==> config.mk <==
export PLATFORM = sky130hd
export DESIGN_NAME = ctrl_sequencer
export DESIGN_NICKNAME = d
export VERILOG_FILES = /design/src/rtl/ctrl_sequencer.sv
export SDC_FILE = /design/constraint.sdc
export NUM_CORES = 1
export LEC_CHECK = 0
export ABC_AREA = 0
export CORE_ASPECT_RATIO = 1.2
export CORE_MARGIN = 5
export CORE_UTILIZATION = 39
export CTS_BUF_LIST = sky130_fd_sc_hd__clkbuf_4
export DETAILED_ROUTE_END_ITERATION = 16
export GPL_TIMING_DRIVEN = 1
export HOLD_SLACK_MARGIN = 0.08
export PLACE_DENSITY_LB_ADDON = 0.12
export SLEW_MARGIN = 20
export SYNTH_ARGS = -nofsm -noshare
export SYNTH_HDL_FRONTEND = slang
export SYNTH_SLANG_ARGS = --single-unit
export TNS_END_PERCENT = 5
==> constraint.sdc <==
create_clock -name clk -period 1.4 [get_ports clk]
set_input_delay 0.28 -clock clk [delete_from_list [all_inputs] [get_ports clk]]
set_output_delay 0.28 -clock clk [all_outputs]
set_load 0.02 [all_outputs]
==> src/rtl/ctrl_sequencer.sv <==
// ctrl_sequencer: multicycle instruction sequencer between the instruction source,
// the register file and the ALU.
// Build option: define CTRL_SATURATE_EN to clamp the write data on signed overflow;
// without it the ALU result is written back as-is (wrap).
//
// state       | meaning
// ------------+-------------------------------------------------------------
// S_IDLE      | ready for an instruction, read addresses driven on transfer
// S_DECODE    | register file read in flight
// S_EXECUTE   | alu_start high, operands captured on exit
// S_WAIT_ALU  | waiting for alu_done, watchdog counting
// S_WRITEBACK | retire pulse, optional write strobe, flags updated
module ctrl_sequencer #(
   parameter int DW          = 16,
   parameter int AW          = 4,
   parameter int OP_W        = 7,
   parameter int ALU_OP_W    = 4,
   parameter int ALU_TIMEOUT = 64
) (
   input  logic                clk,
   input  logic                rst,
   input  logic                instr_valid,
   output logic                instr_ready,
   input  logic [OP_W-1:0]     op_code,
   input  logic [AW-1:0]       regsrc1,
   input  logic [AW-1:0]       regsrc2,
   input  logic [AW-1:0]       regdes,
   output logic [AW-1:0]       rd_addr1,
   output logic [AW-1:0]       rd_addr2,
   input  logic [DW-1:0]       rd_data1,
   input  logic [DW-1:0]       rd_data2,
   output logic [DW-1:0]       alu_a,
   output logic [DW-1:0]       alu_b,
   output logic [ALU_OP_W-1:0] alu_op,
   output logic                alu_start,
   input  logic                alu_done,
   input  logic [DW-1:0]       alu_y,
   input  logic                alu_carry,
   input  logic                alu_signov,
   output logic                wr_en,
   output logic [AW-1:0]       wr_addr,
   output logic [DW-1:0]       wr_data,
   output logic                carry_flag,
   output logic                overflow_flag,
   output logic                timeout_err,
   output logic                busy,
   output logic                retire
);

   // Watchdog counts 0..ALU_TIMEOUT-1; with the watchdog disabled it just wraps.
   localparam int WD_W = (ALU_TIMEOUT > 1) ? $clog2(ALU_TIMEOUT) : 1;
   localparam logic [WD_W-1:0] WD_LAST = WD_W'(ALU_TIMEOUT - 1);

   typedef enum logic [2:0] {
      S_IDLE,
      S_DECODE,
      S_EXECUTE,
      S_WAIT_ALU,
      S_WRITEBACK
   } state_t;

   state_t          state;
   logic [OP_W-1:0] op_q;
   logic [AW-1:0]   dest_q;
   logic [WD_W-1:0] wd_cnt;
   logic [DW-1:0]   wb_data;

`ifdef CTRL_SATURATE_EN
   // Clamp toward the sign of operand A when the ALU reports signed overflow.
   always_comb begin
      wb_data = alu_y;
      if (alu_signov) begin
         wb_data = alu_a[DW-1] ? {1'b1, {(DW-1){1'b0}}} : {1'b0, {(DW-1){1'b1}}};
      end
   end
`else
   assign wb_data = alu_y;
`endif

   // Sequencer FSM; every output is a register updated on the state transition.
   always_ff @(posedge clk) begin
      if (rst) begin
         state         <= S_IDLE;
         op_q          <= '0;
         dest_q        <= '0;
         wd_cnt        <= '0;
         instr_ready   <= 1'b1;
         busy          <= 1'b0;
         rd_addr1      <= '0;
         rd_addr2      <= '0;
         alu_a         <= '0;
         alu_b         <= '0;
         alu_op        <= '0;
         alu_start     <= 1'b0;
         wr_en         <= 1'b0;
         wr_addr       <= '0;
         wr_data       <= '0;
         carry_flag    <= 1'b0;
         overflow_flag <= 1'b0;
         timeout_err   <= 1'b0;
         retire        <= 1'b0;
      end else begin
         alu_start <= 1'b0;
         wr_en     <= 1'b0;
         retire    <= 1'b0;
         case (state)
            S_IDLE: begin
               if (instr_valid) begin
                  op_q        <= op_code;
                  dest_q      <= regdes;
                  rd_addr1    <= regsrc1;
                  rd_addr2    <= regsrc2;
                  instr_ready <= 1'b0;
                  busy        <= 1'b1;
                  state       <= S_DECODE;
               end
            end
            S_DECODE: begin
               alu_start <= 1'b1;
               state     <= S_EXECUTE;
            end
            S_EXECUTE: begin
               alu_a  <= rd_data1;
               alu_b  <= rd_data2;
               alu_op <= op_q[ALU_OP_W-1:0];
               wd_cnt <= '0;
               state  <= S_WAIT_ALU;
            end
            S_WAIT_ALU: begin
               if (alu_done) begin
                  retire        <= 1'b1;
                  carry_flag    <= alu_carry;
                  overflow_flag <= alu_signov;
                  if (!op_q[OP_W-1]) begin
                     wr_en   <= 1'b1;
                     wr_addr <= dest_q;
                     wr_data <= wb_data;
                  end
                  state <= S_WRITEBACK;
               end else if ((ALU_TIMEOUT != 0) && (wd_cnt == WD_LAST)) begin
                  timeout_err <= 1'b1;
                  instr_ready <= 1'b1;
                  busy        <= 1'b0;
                  state       <= S_IDLE;
               end else begin
                  wd_cnt <= wd_cnt + WD_W'(1);
               end
            end
            S_WRITEBACK: begin
               instr_ready <= 1'b1;
               busy        <= 1'b0;
               state       <= S_IDLE;
            end
            default: begin
               instr_ready <= 1'b1;
               busy        <= 1'b0;
               state       <= S_IDLE;
            end
         endcase
      end
   end

endmodule
==> run_results.csv, run 1 <==
group,metric,value,unit
run_status,status,"complete, but fails checks",
run_status,violations,"negative setup slack",
route,drtIter0Drc,163,
logic_synthesis,yosysTopAreaCellShare,54.7,%
setup_path,crit_path_end_kind,"flip-flop",
placement,place_congestion,0.865,
setup_path,path_buf_inv,1,
floorplanning,start_util,40.2,%
logic_synthesis,netlist_top_cells_area,"dfxtp_1 (55%), nand2_1 (18%), a21oi_1 (12%), clkbuf_1 (1.7%), nor2_1 (1.7%)",
finish,drive_gt1_share,26.4,%
global_route,grt_pass1_wl,15400,microns
finish,area_growth,57.8,%
floorplanning,io_pins,145,
floorplanning,dieArea,0.0104,sq mm
route,antenna_left,0,
floorplanning,die_x,93.9,microns
floorplanning,die_h,111,microns
route,vias_per_cell,4.81,
setup_path,cp_max_fo,13,
logic_synthesis,synth-seq-cells,90,
placement,placed_cell_area,0.00496,sq mm
clock_tree,clkLatencyLatePin,0.42,ns
logic_synthesis,synthCells,411,
floorplanning,std_cell_rows,36,
placement,hpwlAfterDp,6860,microns
route,dr.pass1.iters,4,
power_and_ir_drop,ir_drop,0.604,mV
global_route,antenna_found_initial,0,
global_route,grt_pass1_vias,3249,
placement,portBuffers,142,
clock_tree,clock_sinks,90,
finish,final_core_util,63.4,%
setup_path,path_cells,"or3b_4 > or2_4 > buf_12 > nand2_1 > a21oi_2",
logic_synthesis,synth_seq_area_share,54.7,%
global_route,grt_use_total,18.3,%
clock_tree,clkTransAtPathRegs,0.12,ns
power_and_ir_drop,fin_total_pwr,0.00513,W
clock_tree,cts.path.max_buffers,2,
sta,setup_violations,8,
clock_tree,hold_buffers,0,
sta,slew_violations,0,
finish,diodes,0,
power_and_ir_drop,p_sw_share,26.9,%
setup_path,cp_slowest_cell,"or3b_4",
logic_synthesis,yosysWarningCount,0,
global_route,grt_max_degree,37,
setup_path,startpoint_type,"flip-flop",
power_and_ir_drop,power_density,987,mW/mm^2
sta,period_share,101,%
sta,slew_headroom,75.5,%
logic_synthesis,syn-cell-area,0.00329,sq mm
setup_path,crit_arrival,1.72,ns
sta,period_needed,1.42,ns
finish,fill_cells,745,
sta,final.setup_skew,0.0127,ns
logic_synthesis,syn_nets,485,
power_and_ir_drop,seqPwrFrac,53.6,%
hold_path,hp-class,"input port to flip-flop",
logic_synthesis,ys_types,36,
clock_tree,cts_tree,"built",
clock_tree,root_buffer,"clkbuf_4",
power_and_ir_drop,total_leakage_power,1.93,nW
sta,timing_worst_slew_pin_value,0.367,ns
finish,layout_common_cells,"nand2_1 (155), dfxtp_1 (82), clkdlybuf4s50_1 (69)",
logic_synthesis,synth_top_area_cell,"dfxtp_1",
finish,final_common_cell,"nand2_1",
route,dr_total_vias,3298,
setup_path,critical-path-top-delay-family,"simple AND/OR/NAND/NOR gates",
sta,tns,-0.0906,ns
power_and_ir_drop,clockPowerShare,27.5,%
sta,fin_hold_ws,0.221,ns
finish,design_area,0.00519,sq mm
power_and_ir_drop,comb_power_share,18.9,%
clock_tree,h-tree-depth,3,
setup_path,cp.required,1.70,ns
power_and_ir_drop,internal_power,0.00374,W
logic_synthesis,syn_avg_cell_area,8.01,sq um
run,maxCapViolations,0,
route,drcViolationCount,0,
sta,worst_slack,-0.0168,ns
power_and_ir_drop,p_sw,0.00138,W
finish,nNetsFinal,640,
route,wl,9900,microns
route,wl_per_cell,14.4,microns
sta,hold_viol_final,0,
setup_path,critical_path_class,"flip-flop to flip-flop",
clock_tree,numCtsBuffers,9,
setup_path,cpPeakStageDelay,0.40,ns
global_route,overflow,0,
floorplanning,core_area,0.00820,sq mm
sta,fmax,706,MHz
sta,rsz0062_at_grt,"yes",
-- what timing repair did --
item	4_1_cts	5_1_grt
gates resized for setup	190	67
setup endpoints to repair	137	94
gates cloned	0	2
setup buffers	0	3
pin swaps	0	2
-- through the flow --
stage | setup slack (ns) | instances
floorplan | -0.114 | 411
global placement | -0.434 | 664
detailed placement | -0.451 | 664
CTS | -0.0421 | 680
global route | -0.101 | 685
finish | -0.0168 | 685
-- cell families after synthesis --
logic type	Yosys count	synth area share, %
adder cells (fa/ha/maj)	1	0.380
buffers and inverters	28	4.26
AO/OA/AOI/OAI	92	14.8
flip-flops	90	54.7
multiplexers	3	0.912
AND/OR/NAND/NOR	197	25.0
-- final timing paths --
kind / from / end / slack (ns) / depth (start not counted)
setup / recovery: state[0]$_SDFFE_PP0P_ / rd_addr2[1]$_SDFFE_PP0P_ / -0.02 / 5
hold / removal: rst / timeout_err$_SDFFE_PP0P_ / 0.22 / 2
setup reg to reg: state[0]$_SDFFE_PP0P_ / rd_addr2[1]$_SDFFE_PP0P_ / -0.02 / 5
hold reg to reg: dest_q[1]$_SDFFE_PP0P_ / wr_addr[1]$_SDFFE_PP0P_ / 0.45 / 2
-- cell type report --
| class | count | area (sq um) | share of cell area [%] |
|---|---|---|---|
| sequential | 90 | 1810 | 34.9 |
| clock buffer | 11 | 82.6 | 1.59 |
| clock inverter | 5 | 55.1 | 1.06 |
| multi-input combinational | 294 | 1470 | 28.3 |
| tap | 114 | 143 | 2.75 |
| timing repair buffer | 171 | 1630 | 31.3 |
-- state kept, by name, indices dropped and copies added, names as in the netlist --
name	cells
wr_addr	4
op_q	5
state	3
overflow_flag	1
alu_op	4
rd_addr1	4
busy	1
wd_cnt	6
dest_q	4
alu_a	16
alu_b	16
carry_flag	1
instr_ready	1
wr_data	16
rd_addr2	4
retire	1
timeout_err	1
wr_en	1
alu_start	1
-- synthesized netlist by cell type (all sizes together) --
master / number
o41ai: 1
dfxtp: 90
a21boi: 1
a31oi: 2
nand2b: 3
or2: 2
nand2: 155
a21oi: 78
nand4b: 1
a22o: 1
buf: 13
o211ai: 2
nor4b: 1
ha: 1
or4: 1
mux2i: 3
nor3: 1
o21ai: 4
and2: 1
nand3: 4
and3: 1
or3b: 1
and4b: 1
clkbuf: 15
nor2b: 3
or3: 1
a211oi: 2
nor4: 2
a2bb2oi: 1
nor2: 17
nand3b: 1
nand4: 1
-- power groups by stage --
stage          Sequential, W  Combinational [W]  Clock, W
2_1_floorplan        0.00291           0.000329         0
3_3_place_gp         0.00280           0.000972         0
3_5_place_dp         0.00280           0.000983         0
4_1_cts              0.00275           0.000959   0.00148
5_1_grt              0.00277            0.00105   0.00158
6_report             0.00275           0.000969   0.00141
-- metal layers --
| metal | vias to the layer above | GRT usage, % | share of wire, % |
|---|---|---|---|
| met1 | 1515 | 21.2 | 40 |
| li1 | 1665 | - | - |
| met5 | - | 0 | 0 |
| met4 | 0 | 6.94 | 1.4 |
| met3 | 12 | 5.36 | 7.8 |
| met2 | 106 | 31.5 | 50 |
No activity file was read; power rests on OpenSTA's default activity.
==> inputs of run 2 (changes only) <==
--- a/config.mk
+++ b/config.mk
@@ -13,5 +13,4 @@
 export DETAILED_ROUTE_END_ITERATION = 16
 export GPL_TIMING_DRIVEN = 1
-export HOLD_SLACK_MARGIN = 0.08
 export PLACE_DENSITY_LB_ADDON = 0.12
 export SLEW_MARGIN = 20
==> constraint.sdc (replaced) <==
create_clock -name clk -period 1.4 [get_ports clk]
set_input_delay 0.21 -clock clk [delete_from_list [all_inputs] [get_ports clk]]
set_output_delay 0.21 -clock clk [all_outputs]
set_load 0.02 [all_outputs]
==> run 2 against run 1 <==
  * The run still ends with negative setup slack left
  * Clock power increased by 26%
  * Non-clock buffer count shrank 3
  * Largest power group unchanged
  * Sequential power about the same
  * Utilization down 0.56 points
  * Die area is the same
==> run_results.csv, run 2 (synthesis results as in run 1) <==
group,metric,value,unit
clock_tree,root_buffer,"clkbuf_4",
global_route,grt_pass1_wl,15400,microns
finish,final_common_cell,"nand2_1",
finish,drive_gt1_share,11.8,%
floorplanning,std_cell_rows,36,
floorplanning,die_x,93.9,microns
hold_path,holdPathEnd,"timeout_err$_SDFFE_PP0P_",
setup_path,critical-path-top-delay-family,"simple AND/OR/NAND/NOR gates",
run_status,violations,"negative setup slack",
route,vias_per_cell,4.79,
sta,tns,-0.268,ns
setup_path,timing.rr.end,"rd_addr2[0]$_SDFFE_PP0P_",
setup_path,startpoint,"state[0]$_SDFFE_PP0P_",
power_and_ir_drop,p_sw_share,25.2,%
setup_path,crit_arrival,1.75,ns
finish,diodes,0,
floorplanning,core_area,0.00820,sq mm
route,wl,9570,microns
run,maxCapViolations,0,
hold_path,hp-class,"input port to flip-flop",
route,dr_total_vias,3263,
clock_tree,cts_tree,"built",
clock_tree,clkTransAtPathRegs,0.13,ns
sta,period_share,102,%
setup_path,r2r_slack,-0.03,ns
floorplanning,dieArea,0.0104,sq mm
sta,fmax,700,MHz
route,dr.pass1.iters,4,
sta,period_needed,1.43,ns
global_route,grt_use_total,18.4,%
hold_path,worst_hold_startpoint,"rst",
placement,hpwlAfterDp,6860,microns
sta,fin_hold_ws,0.144,ns
placement,place_congestion,0.865,
global_route,grt_max_degree,37,
setup_path,critical_path_class,"flip-flop to flip-flop",
clock_tree,clkLatencyLatePin,0.43,ns
setup_path,path_cells,"or3b_4 > or2_1 > buf_12 > nand2_1 > a21oi_2",
power_and_ir_drop,ir_drop,0.587,mV
finish,largestRegisters,"alu_a: 16 flops, alu_b: 16 flops, wr_data: 16 flops",
setup_path,path_buf_inv,1,
route,wl_per_cell,14.0,microns
finish,layout_common_cells,"nand2_1 (155), dfxtp_1 (87), a21oi_1 (74)",
sta,timing_worst_slew_pin_value,0.351,ns
hold_path,whs_path_depth,2,
floorplanning,io_pins,145,
sta,slew_headroom,76.6,%
setup_path,crit_path_end_kind,"flip-flop",
sta,slew_violations,0,
route,drtIter0Drc,141,
power_and_ir_drop,total_leakage_power,2.11,nW
sta,rsz0062_at_grt,"yes",
clock_tree,h-tree-depth,3,
sta,final.setup_skew,0.0180,ns
finish,nNetsFinal,636,
sta,hold_viol_final,0,
global_route,overflow,0,
sta,setup_violations,16,
global_route,antenna_found_initial,0,
power_and_ir_drop,power_density,1060,mW/mm^2
setup_path,r2r-start,"state[0]$_SDFFE_PP0P_",
run_status,status,"complete, but fails checks",
power_and_ir_drop,comb_power_share,17.0,%
clock_tree,hold_buffers,0,
power_and_ir_drop,p_sw,0.00137,W
finish,area_growth,56.3,%
clock_tree,clock_sinks,90,
setup_path,cp.required,1.72,ns
clock_tree,numCtsBuffers,9,
setup_path,cpPeakStageDelay,0.40,ns
route,antenna_left,0,
route,drcViolationCount,0,
placement,portBuffers,142,
clock_tree,cts.path.max_buffers,2,
power_and_ir_drop,internal_power,0.00408,W
global_route,grt_pass1_vias,3240,
power_and_ir_drop,clockPowerShare,32.7,%
setup_path,startpoint_type,"flip-flop",
setup_path,worstSetupPathDepth,5,
setup_path,cp_slowest_cell,"or3b_4",
power_and_ir_drop,seqPwrFrac,50.3,%
setup_path,r2r.worst_path.cells,5,
floorplanning,die_h,111,microns
floorplanning,start_util,40.2,%
setup_path,cp_max_fo,13,
sta,worst_slack,-0.0286,ns
==> run 2: changes by cell type in the layout (fill, tap and decap cells not counted), moves of 2 or more <==
cell	change
a21oi_2	-14
buf_2	-2
clkdlybuf4s15_2	-36
clkbuf_2	-23
dfxtp_1	+5
bufinv_16	+2
or2_4	-2
dfxtp_2	-5
clkdlybuf4s15_1	+15
dlygate4sd2_1	+46
a21oi_1	+14
==> run 2: per-layer routing <==
layer	share of wire [%]	vias up	global-route usage [%]
li1	-	1652	-
met1	40	1491	21.2
met2	51	106	31.2
met3	7.6	14	5.23
met4	1.8	0	8.29
met5	0	-	0
==> run 2: power groups by stage <==
stage / Combinational, W / Clock [W] / Sequential [W]
finish: 0.000928 / 0.00178 / 0.00274
global route: 0.00101 / 0.00193 / 0.00276
CTS: 0.000929 / 0.00185 / 0.00274
detailed placement: 0.000981 / 0 / 0.00280
global placement: 0.000972 / 0 / 0.00280
floorplan: 0.000329 / 0 / 0.00291
==> run 2: repair_timing <==
item,4_1_cts,5_1_grt
pin swaps,0,3
gates resized for setup,83,43
setup buffers,0,1
setup endpoints to repair,112,93
==> run 2: worst max-delay path by stage <==
stage                                          end  slack, ns
after global placement    rd_addr2[2]$_SDFFE_PP0P_      -0.36
after global routing        wd_cnt[0]$_SDFFE_PP0P_      -0.11
after detailed placement  rd_addr1[3]$_SDFFE_PP0P_      -0.39
after floorplan           rd_addr1[0]$_SDFFE_PP0P_      -0.11
final                     rd_addr2[0]$_SDFFE_PP0P_      -0.03
after CTS                 rd_addr1[3]$_SDFFE_PP0P_      -0.03
==> run 2: cell type report <==
cell class,instances,area [sq um]
well taps,114,143
clock buffers,11,82.6
fillers,761,3050
flip-flops and latches,90,1810
clock inverters,5,103
multi-input cells,293,1410
repair buffers,168,1600
==> run 2: through the flow <==
stage	utilization [%]	setup WS [ns]	instances	cell area (sq um)	power (W)
2_1_floorplan	-	-0.114	411	3290	0.00324
3_3_place_gp	60.5	-0.364	664	4960	0.00377
3_5_place_dp	60.5	-0.386	664	4960	0.00378
4_1_cts	62.0	-0.0332	680	5080	0.00552
5_1_grt	62.8	-0.115	681	5150	0.00570
6_report	62.8	-0.0286	681	5150	0.00545
